==> config.mk <==
export PLATFORM = sky130hd
export DESIGN_NAME = monopix2_cmd_tx
export DESIGN_NICKNAME = d
export VERILOG_FILES = /design/src/rtl/monopix2_cmd_tx.sv
export SDC_FILE = /design/constraint.sdc
export NUM_CORES = 1
export LEC_CHECK = 0
export ABC_CLOCK_PERIOD_IN_PS = 5400
export CAP_MARGIN = 25
export CORE_MARGIN = 4
export CORE_UTILIZATION = 50
export CTS_BUF_LIST = sky130_fd_sc_hd__clkbuf_16
export DETAILED_ROUTE_END_ITERATION = 6
export DONT_BUFFER_PORTS = 1
export SETUP_SLACK_MARGIN = 0.05
export SLEW_MARGIN = 20
export SYNTH_ARGS = -nofsm -noshare
export SYNTH_HDL_FRONTEND = slang
export SYNTH_SLANG_ARGS = --single-unit
==> constraint.sdc <==
create_clock -name CLK -period 5.4 [get_ports CLK]
set_input_delay 1.35 -clock CLK [delete_from_list [all_inputs] [get_ports CLK]]
set_output_delay 1.35 -clock CLK [all_outputs]
set_load 0.05 [all_outputs]
==> src/rtl/monopix2_cmd_tx.sv <==
// monopix2_cmd_tx
// DAQ-side serial command transmitter for the LVDS_CMD line. Takes 16-bit
// command frames over a valid/ready handshake and shifts them out MSB-first,
// one bit per CLK. The line always carries a frame: after reset it sends
// INIT_SYNC sync frames. After that it sends a sync frame every SYNC_INTERVAL
// non-sync frames. Otherwise it sends the offered command, or an idle frame
// when no command is available or EN=0.
//
// Ports
//   CLK          command bit clock (forwarded as LVDS_CMD_CLK)
//   RST          asynchronous active-high reset
//   EN           1 = commands may be accepted, 0 = only sync/idle frames
//   IN_DATA      command frame, bit 15 sent first
//   IN_VALID     IN_DATA holds a frame
//   IN_READY     frame taken this cycle when IN_VALID=1 (combinational)
//   CMD_OUT      registered serial stream
//   FRAME_START  registered pulse, CMD_OUT carries bit 15 of a new frame
//   INIT_DONE    initial sync sequence complete
//   CMD_CNT      accepted command frames, wraps at 2^32
module monopix2_cmd_tx #(
   parameter logic [15:0] SYNC_WORD     = 16'h817E,
   parameter logic [15:0] IDLE_WORD     = 16'hAAAA,
   parameter int unsigned INIT_SYNC     = 32,
   parameter int unsigned SYNC_INTERVAL = 32
) (
   input  logic        CLK,
   input  logic        RST,
   input  logic        EN,
   input  logic [15:0] IN_DATA,
   input  logic        IN_VALID,
   output logic        IN_READY,
   output logic        CMD_OUT,
   output logic        FRAME_START,
   output logic        INIT_DONE,
   output logic [31:0] CMD_CNT
);

   localparam logic [31:0] INIT_N = 32'(INIT_SYNC);
   localparam logic [31:0] SYNC_N = 32'(SYNC_INTERVAL);

   logic [15:0] shreg;
   logic [3:0]  bit_cnt;
   logic        first;       // first cycle after reset is a load cycle
   logic [31:0] init_cnt;
   logic [15:0] since_sync;  // saturating, equality-compared only

   logic        load;
   logic        in_init;
   logic        sync_due;
   logic        accept;
   logic [15:0] next_frame;

   always_comb begin
      load       = first || (bit_cnt == 4'd0);
      in_init    = (init_cnt < INIT_N);
      sync_due   = (SYNC_N != 32'd0) && ({16'd0, since_sync} == SYNC_N);
      IN_READY   = load && INIT_DONE && !sync_due && EN && !RST;
      accept     = IN_READY && IN_VALID;
      next_frame = IDLE_WORD;
      if (in_init || sync_due)
         next_frame = SYNC_WORD;
      else if (accept)
         next_frame = IN_DATA;
   end

   always_ff @(posedge CLK or posedge RST) begin
      if (RST) begin
         shreg       <= '0;
         bit_cnt     <= 4'd15;
         first       <= 1'b1;
         CMD_OUT     <= 1'b0;
         FRAME_START <= 1'b0;
         INIT_DONE   <= 1'b0;
         CMD_CNT     <= '0;
         init_cnt    <= '0;
         since_sync  <= '0;
      end else if (load) begin
         // Bit 15 goes straight to CMD_OUT; the remaining 15 bits wait in shreg.
         first       <= 1'b0;
         bit_cnt     <= 4'd15;
         CMD_OUT     <= next_frame[15];
         shreg       <= {next_frame[14:0], 1'b0};
         FRAME_START <= 1'b1;
         if (in_init)
            init_cnt <= init_cnt + 32'd1;
         if (!in_init || (init_cnt == INIT_N - 32'd1))
            INIT_DONE <= 1'b1;
         // Init syncs do not count toward the periodic sync interval.
         if (!in_init) begin
            if (sync_due)
               since_sync <= '0;
            else if (since_sync != 16'hFFFF)
               since_sync <= since_sync + 16'd1;
         end
         if (accept)
            CMD_CNT <= CMD_CNT + 32'd1;
      end else begin
         bit_cnt     <= bit_cnt - 4'd1;
         CMD_OUT     <= shreg[15];
         shreg       <= {shreg[14:0], 1'b0};
         FRAME_START <= 1'b0;
      end
   end

endmodule
# [Word-level counts from Yosys, hierarchy flattened]
# Index checks and enable logic that the tools add are counted.
[totals] ff_bits=104 in_bits=20 wordCells=43
[op_classes] addsub=4 order_cmp=1 n_eq_ne=3 muxes=8 bitwise_logic=1 n_reduce_logical=17
[op_table] operator="$mux 16" count=5
[op_table] operator="$add 32x1->32 const B" count=2
[op_table] operator="$eq 32x5->1 const B" count=1
[op_table] operator="$lt 32x6->1 const B" count=1
[op_table] operator="$add 16x1->16 const B" count=1
[op_table] operator="$eq 16x6->1 const B" count=1
[op_table] operator="$ne 16x16->1 const B" count=1
[op_table] operator="$reduce_and 2->1" count=3
[op_table] operator="$logic_and 1x1->1" count=5
[op_table] operator="$logic_not 4->1" count=1
[op_table] operator="$mux 4" count=1
[op_table] operator="$sub 4x1->4 const B" count=1
[op_table] operator="$logic_not 1->1" count=3
[op_table] operator="$logic_or 1x1->1" count=3
[op_table] operator="$reduce_and 3->1" count=1
[op_table] operator="$mux 1" count=2
[op_table] operator="$reduce_bool 2->1" count=1
[op_table] operator="$not 1->1" count=1

# [Depth between registers and ports, before layout]
# Gate-level depths: netlist (run 1).
[logic_depth] depth_word=10 depth_mapped=9 mapped_depth_nobuf=8

# [Least setup slack after synthesis (run 1)]
# No wires, ideal clock.
[synth_path] path_type="input to output" startpoint="input RST" endpoint="output IN_READY" arrival_time_ns=2.164 slack_ns=1.886 path_stages=4 n_path_buf=0 cell_sequence="and3b_1 > o21a_1 > nand2_1 > inv_1"
[synth_between] elab_chain_cells=2
[synth_lines] item="from (decl)" line_no="27" rtl="input logic RST,"
[synth_lines] item="$logic_not 1->1 (no source line)"
[synth_lines] item="$logic_and 1x1->1" line_no="57" rtl="IN_READY = load && INIT_DONE && !sync_due && EN && !RST;"
[synth_lines] item="to (decl)" line_no="31" rtl="output logic IN_READY,"
# Every way passes these cells.

# [Worst setup path after layout (run 1)]
# Ends and elaborated chain as after synthesis.

==> results of run 1 <==
-- power by group through the flow --
stage          clock network, uW  registers, uW  logic, uW
6_report                     673            951        206
5_1_grt                      717            962        240
4_1_cts                      690            952        206
3_5_place_dp                   0            965        204
3_3_place_gp                   0            962        198
2_1_floorplan                  0            946        165
-- registers in the layout, indices dropped and copies added, names as in the netlist --
signal and cells:
INIT_DONE 1, FRAME_START 1, init_cnt 32, shreg 15
CMD_OUT 1, CMD_CNT 32, since_sync 16, bit_cnt 4
first 1
-- through the flow --
| stage | power, uW | std cells |
|---|---|---|
| after global placement | 1160 | 467 |
| final | 1830 | 485 |
| after CTS | 1848 | 483 |
| after global routing | 1919 | 485 |
| after detailed placement | 1170 | 467 |
| after floorplan | 1112 | 396 |
-- final timing paths --
path,end,slack [ps],cells after the start
max,IN_READY,1520,4
min,init_cnt[6]$_DFFE_PP0P_,380,0
max reg2reg,CMD_CNT[30]$_DFFE_PP0P_,2770,5
min reg2reg,init_cnt[6]$_DFFE_PP0P_,380,0
max in group asynchronous,init_cnt[24]$_DFFE_PP0P_,3660,3
min in group asynchronous,CMD_CNT[20]$_DFFE_PP0P_,820,1
-- per-layer routing --
metal | up-vias | part of all wire | track usage | wire length (um)
li1 | 1320 | - | - | -
met1 | 1325 | 0.48 | 0.2372 | 3850
met2 | 52 | 0.46 | 0.2540 | 3700
met3 | 9 | 0.053 | 0.04545 | 430
met4 | 0 | 0.010 | 0.04601 | 84
met5 | - | 0 | 0 | 0
-- cell type report --
cell class / count / area (um2)
Clock inverter: 7 / 88.84
Sequential cell: 103 / 2584
Tap cell: 105 / 131.4
Timing Repair Buffer: 4 / 50.05
Multi-Input combinational cell: 244 / 1605
Fill cell: 709 / 3646
Inverter: 13 / 51.30
Clock buffer: 9 / 225.2
-- layout by cell type, fill, tap and decap left out, types with 4 or more instances in the layout --
cell type | Yosys | routed
dfstp_2 | 5 | 5
nor2_1 | 23 | 23
nand4_1 | 14 | 14
mux2_2 | 4 | 4
o31ai_1 | 7 | 7
nor4_1 | 19 | 19
dfrtp_1 | 98 | 98
inv_1 | 11 | 12
nand2b_1 | 4 | 4
o21ai_0 | 6 | 6
and3_1 | 4 | 4
xnor2_1 | 29 | 29
xor2_1 | 16 | 16
nor3_1 | 14 | 14
nand3_1 | 29 | 29
ha_1 | 5 | 5
clkbuf_16 | 0 | 9
o22a_1 | 4 | 4
nand2_1 | 26 | 26
a21oi_1 | 4 | 4
-- worst reg2reg max path, stage by stage, from the launching register on --
cell and delay, ps:
dfrtp_1 710, nand4_2 250, or4_4 620, nor4_4 540
nand4_1 210, xnor2_1 170
-- logic make-up (layout without fill, tap and decap cells) --
group,Yosys count,after routing,share of synthesized area
xor gates and xnor gates,45,45,0.08995
and+or+nand+nor,156,156,0.1987
adders and majority gates,5,5,0.01428
buffers and inverters,49,33,0.04397
AOI/OAI and AO/OA,33,33,0.05226
DFF,103,103,0.5897
other,1,1,0.0008558
muxes,4,4,0.01028
==> impl_metrics.toml, run 1 <==
[cells_and_area]
drive_gt1_frac = 0.09737
stdcell_area_um2 = 4736
nets = 400
area_growth_pct = 8.081
fin_util = 0.5650
num_antenna_cells = 0

[route]
first_pass_iters = 4
wire_per_inst_um = 16.63
ant_nets = 0
wl_um = 8065
drt_iter0_drc = 159
vias_per_cell = 5.579
vias = 2706
drc = 0

[place]
io_buffers = 0
placed_cell_area_um2 = 4387
place_ws_ps = 1509
dp_hpwl_um = 5676
gp_congestion = 0.8224

[timing]
slew_violations = 0
maxSlewHeadroom = 0.5382
holdWs_ps = 375.1
worstMarginPinSlew_ps = 686.4
min_period_ps = 3882
setup_ws_ps = 1518
setup_viol = 0
finalHoldViolCount = 0
clock.fmax_mhz = 257.6
post-route-period-util = 0.7189
tns_ps = 0
finalClockSkew_ps = 6.577
rsz0062_at_grt = "no"

[yosys]
synth.most_common_cell = "dfrtp_1"
synthCells = 396
synth_top_area_share = 0.5597
synth-seq-cells = 103
async_flop_share = 1.000
yosysWarningCount = 0
synth_ff_type = "dfrtp_1"
synth_nets = 421
synth_common_cells = "98 x dfrtp_1, 33 x clkbuf_1, 29 x nand3_1, 29 x xnor2_1, 26 x nand2_1"
synth-edff-count = 0
yosysSeqAreaShare = 0.5897
synth_top_area_cell = "dfrtp_1"
avgSynthCellArea_um2 = 11.06
netlist_area_um2 = 4382
yosysUniqueCellTypes = 48
yosys-top-cells-area = "dfrtp_1 56%, xnor2_1 5.8%, nand3_1 3.3%"

[clock_tree]
clockBufferDepth = 2
postCtsSetupBuffers = 0
clkTransAtPathRegs_ps = 60
cts_root_buffer = "clkbuf_16"
cts_tree = "done"
insertion_delay_ps = 330
ctsHoldBuffers = 0
cts_max_level = 3
cts_made_buffers = 9
cts.sinks = 103
post_cts_resize_count = 0

[die]
dieArea_um2 = 10330
die_w_um = 101.6
initial_utilization = 0.5228
rows = 33
placeableCoreArea_um2 = 8382
fp.dieH_um = 101.6
boundaryPins = 56

[power_and_ir_drop]
power_density_nw_per_um2 = 386.4
p_switching_uw = 494.9
clock_power_share = 0.368
p_sw_frac = 0.2705
vdd_drop_max_uv = 222.9
power_frac_comb = 0.112
intPower_uw = 1335
p_seq_frac = 0.520
p_leak_uw = 0.002112

[global_routing]
gr-total-overflow = 0
grt_pass1_vias = 2746
grt_max_degree = 80
grt_pass1_wl_um = 13610
antenna_found_initial = 0
grt.total_usage = 0.1670

[worst_setup_path]
crit_buf_inv = 1
critPathMaxFanout = 12
worstPathCellList = "and3b_1, o21a_1, nand2_1, inv_1"
rr_startpoint = "CMD_CNT[3]$_DFFE_PP0P_"
crit_slowest_cell = "inv_1"
start_kind = "primary input"
crit_required_ps = 4050
crit_start = "RST"
cp-end-kind = "output port"
critPathArrivalTime_ps = 2530
cp_top_family = "buffers and inverters"
worstSetupPathType = "primary input to output port"
critPathMaxStageDelay_ps = 530

[worst_hold_path]
hold_class = "register to register"
min_from = "init_cnt[6]$_DFFE_PP0P_"

[status]
outcome = "complete, no violations"

[flow_run]
drv_cap = 0
Note: power is estimated with default switching activity, not from simulation.
==> run 2: changes to the inputs <==
--- a/config.mk
+++ b/config.mk
@@ -5,13 +5,14 @@
 export SDC_FILE = /design/constraint.sdc
 export NUM_CORES = 1
 export LEC_CHECK = 0
-export ABC_CLOCK_PERIOD_IN_PS = 5400
+export ABC_CLOCK_PERIOD_IN_PS = 3300
 export CAP_MARGIN = 25
 export CORE_MARGIN = 4
 export CORE_UTILIZATION = 50
 export CTS_BUF_LIST = sky130_fd_sc_hd__clkbuf_16
 export DETAILED_ROUTE_END_ITERATION = 6
 export DONT_BUFFER_PORTS = 1
+export PLACE_DENSITY = 0.68
 export SETUP_SLACK_MARGIN = 0.05
 export SLEW_MARGIN = 20
 export SYNTH_ARGS = -nofsm -noshare
==> constraint.sdc (replaced) <==
create_clock -name CLK -period 3.3 [get_ports CLK]
set_input_delay 0.825 -clock CLK [delete_from_list [all_inputs] [get_ports CLK]]
set_output_delay 0.825 -clock CLK [all_outputs]
set_load 0.05 [all_outputs]
==> run 2 against run 1 <==
Sequential cell count did not move. Utilization rose by 0.28 points. Cell count rose by 0.82%. Global-route usage rose by 0.47 points. Final area rose by 0.50%. Count of clock-buffer cells in the layout did not move. Setup slack got worse by 1100 ps. Via count rose by 0.96%. First-iteration DRC count rose by 2.5%. Sequential power rose by 61%. Combinational power rose by 81%. Critical endpoint unchanged. Largest cell class unchanged. Highest routed layer unchanged.
==> impl_metrics.toml, run 2 (synthesis results as in run 1) <==
[global_routing]
gr-total-overflow = 0
grt_pass1_vias = 2798
antenna_found_initial = 0
grt_pass1_wl_um = 13710
grt_max_degree = 70
grt.total_usage = 0.1717

[timing]
maxSlewHeadroom = 0.4830
post-route-period-util = 0.8596
worstMarginPinSlew_ps = 773.9
slew_violations = 0
clock.fmax_mhz = 352.5
setup_viol = 0
finalHoldViolCount = 0
rsz0062_at_grt = "no"
tns_ps = 0
min_period_ps = 2837
holdWs_ps = 376.0
setup_ws_ps = 463.4
finalClockSkew_ps = 5.710

[cells_and_area]
layout_commonest_cell = "dfrtp_1"
final_cells = 489
drive_gt1_frac = 0.1094
fill_cells = 658
nets = 404
multi_input_area_um2 = 1605
top_regs = "CMD_CNT x32, init_cnt x32, since_sync x16"
final_cell_mix = "98 x dfrtp_1, 29 x nand3_1, 29 x xnor2_1"
area_growth_pct = 8.624
seqCellArea_um2 = 2584
num_antenna_cells = 0

[worst_hold_path]
worstHoldPathCells = 0
hold_class = "register to register"
hold_end = "init_cnt[19]$_DFFE_PP0P_"
min_from = "init_cnt[19]$_DFFE_PP0P_"

[power_and_ir_drop]
totalPowerFinal_uw = 3006
power_density_nw_per_um2 = 631.6
vdd_drop_max_uv = 305.7
p_leak_uw = 0.002117

[worst_setup_path]
crit_top_cell = "inv_1"
crit_required_ps = 2470
worstSetupPathType = "register to output port"
start_kind = "register"
critPathMaxStageDelay_ps = 440
critPathArrivalTime_ps = 2010
timing.rr.end = "CMD_CNT[20]$_DFFE_PP0P_"
worstPathCellList = "inv_1, ha_1, nor3b_1, o21a_1, nand2_1, inv_1"
rr_startpoint = "CMD_CNT[3]$_DFFE_PP0P_"
critPathMaxFanout = 6
reg2reg_depth = 5
cp-end-kind = "output port"
crit_slowest_cell = "inv_1"
r2r_setup_slack_ps = 680

[die]
fp.dieH_um = 101.6
boundaryPins = 56
initial_utilization = 0.5228
dieArea_um2 = 10330
die_w_um = 101.6
placeableCoreArea_um2 = 8382
rows = 33

[flow_run]
drv_cap = 0

[route]
wl_um = 8146
ant_nets = 0
drt_iter0_drc = 163
vias = 2732
first_pass_iters = 4
drc = 0
vias_per_cell = 5.587
wire_per_inst_um = 16.66

[clock_tree]
cts_max_level = 3
clockBufferDepth = 2
insertion_delay_ps = 340
clkTransAtPathRegs_ps = 60
post_cts_resize_count = 0
cts_made_buffers = 9
cts_root_buffer = "clkbuf_16"
postCtsSetupBuffers = 0
cts.sinks = 103
cts_tree = "done"
ctsHoldBuffers = 0

[place]
io_buffers = 0
dp_hpwl_um = 5672
place_ws_ps = 691.8
dp.cells = 472
gp_congestion = 0.8578

[status]
outcome = "complete, no violations"
run 2: how the worst max path moves through the flow:
stage	startpoint	to	cells after the start
after CTS	bit_cnt[0]$_DFF_PP1_	IN_READY	6
final	bit_cnt[0]$_DFF_PP1_	IN_READY	6
after detailed placement	RST	IN_READY	4
after global routing	bit_cnt[0]$_DFF_PP1_	IN_READY	6
after floorplan	RST	IN_READY	4
after global placement	RST	IN_READY	4
run 2: critical path: cells and delay by family, from the launching register on:
family	cells	cell delay, ps
buffers and inverters	2	490
AO/OA/AOI/OAI	1	210
adder cells (fa/ha/maj)	1	170
flip-flops	1	370
AND/OR/NAND/NOR	2	430
run 2: area by class of cell:
| class | count | share of cell area |
|---|---|---|
| Sequential cell | 103 | 0.5429 |
| Multi-Input combinational cell | 244 | 0.3373 |
| Clock buffer | 9 | 0.04732 |
| Tap cell | 105 | 0.02760 |
| Timing Repair Buffer | 8 | 0.01525 |
| Clock inverter | 7 | 0.01866 |
| Inverter | 13 | 0.01104 |
run 2: metrics by stage:
| stage | area, um2 | utilization |
|---|---|---|
| finish | 4760 | 0.5678 |
| global route | 4760 | 0.5678 |
| floorplan | 4385 | - |
| CTS | 4752 | 0.5670 |
| detailed placement | 4438 | 0.5295 |
| global placement | 4438 | 0.5295 |
run 2: report_power, final:
group | switching, uW | total (uW) | internal [uW]
Clock | 446 | 1110 | 660
Sequential | 145 | 1530 | 1380
Combinational | 221 | 372 | 151
Total | 812 | 3010 | 2190
run 2: layer usage:
| layer | GRT usage | vias to the layer above | routed length (um) |
|---|---|---|---|
| li1 | - | 1331 | - |
| met1 | 0.2324 | 1335 | 3687 |
| met2 | 0.2641 | 59 | 3841 |
| met3 | 0.05372 | 7 | 503 |
| met4 | 0.05726 | 0 | 114 |
| met5 | 0 | - | 0 |
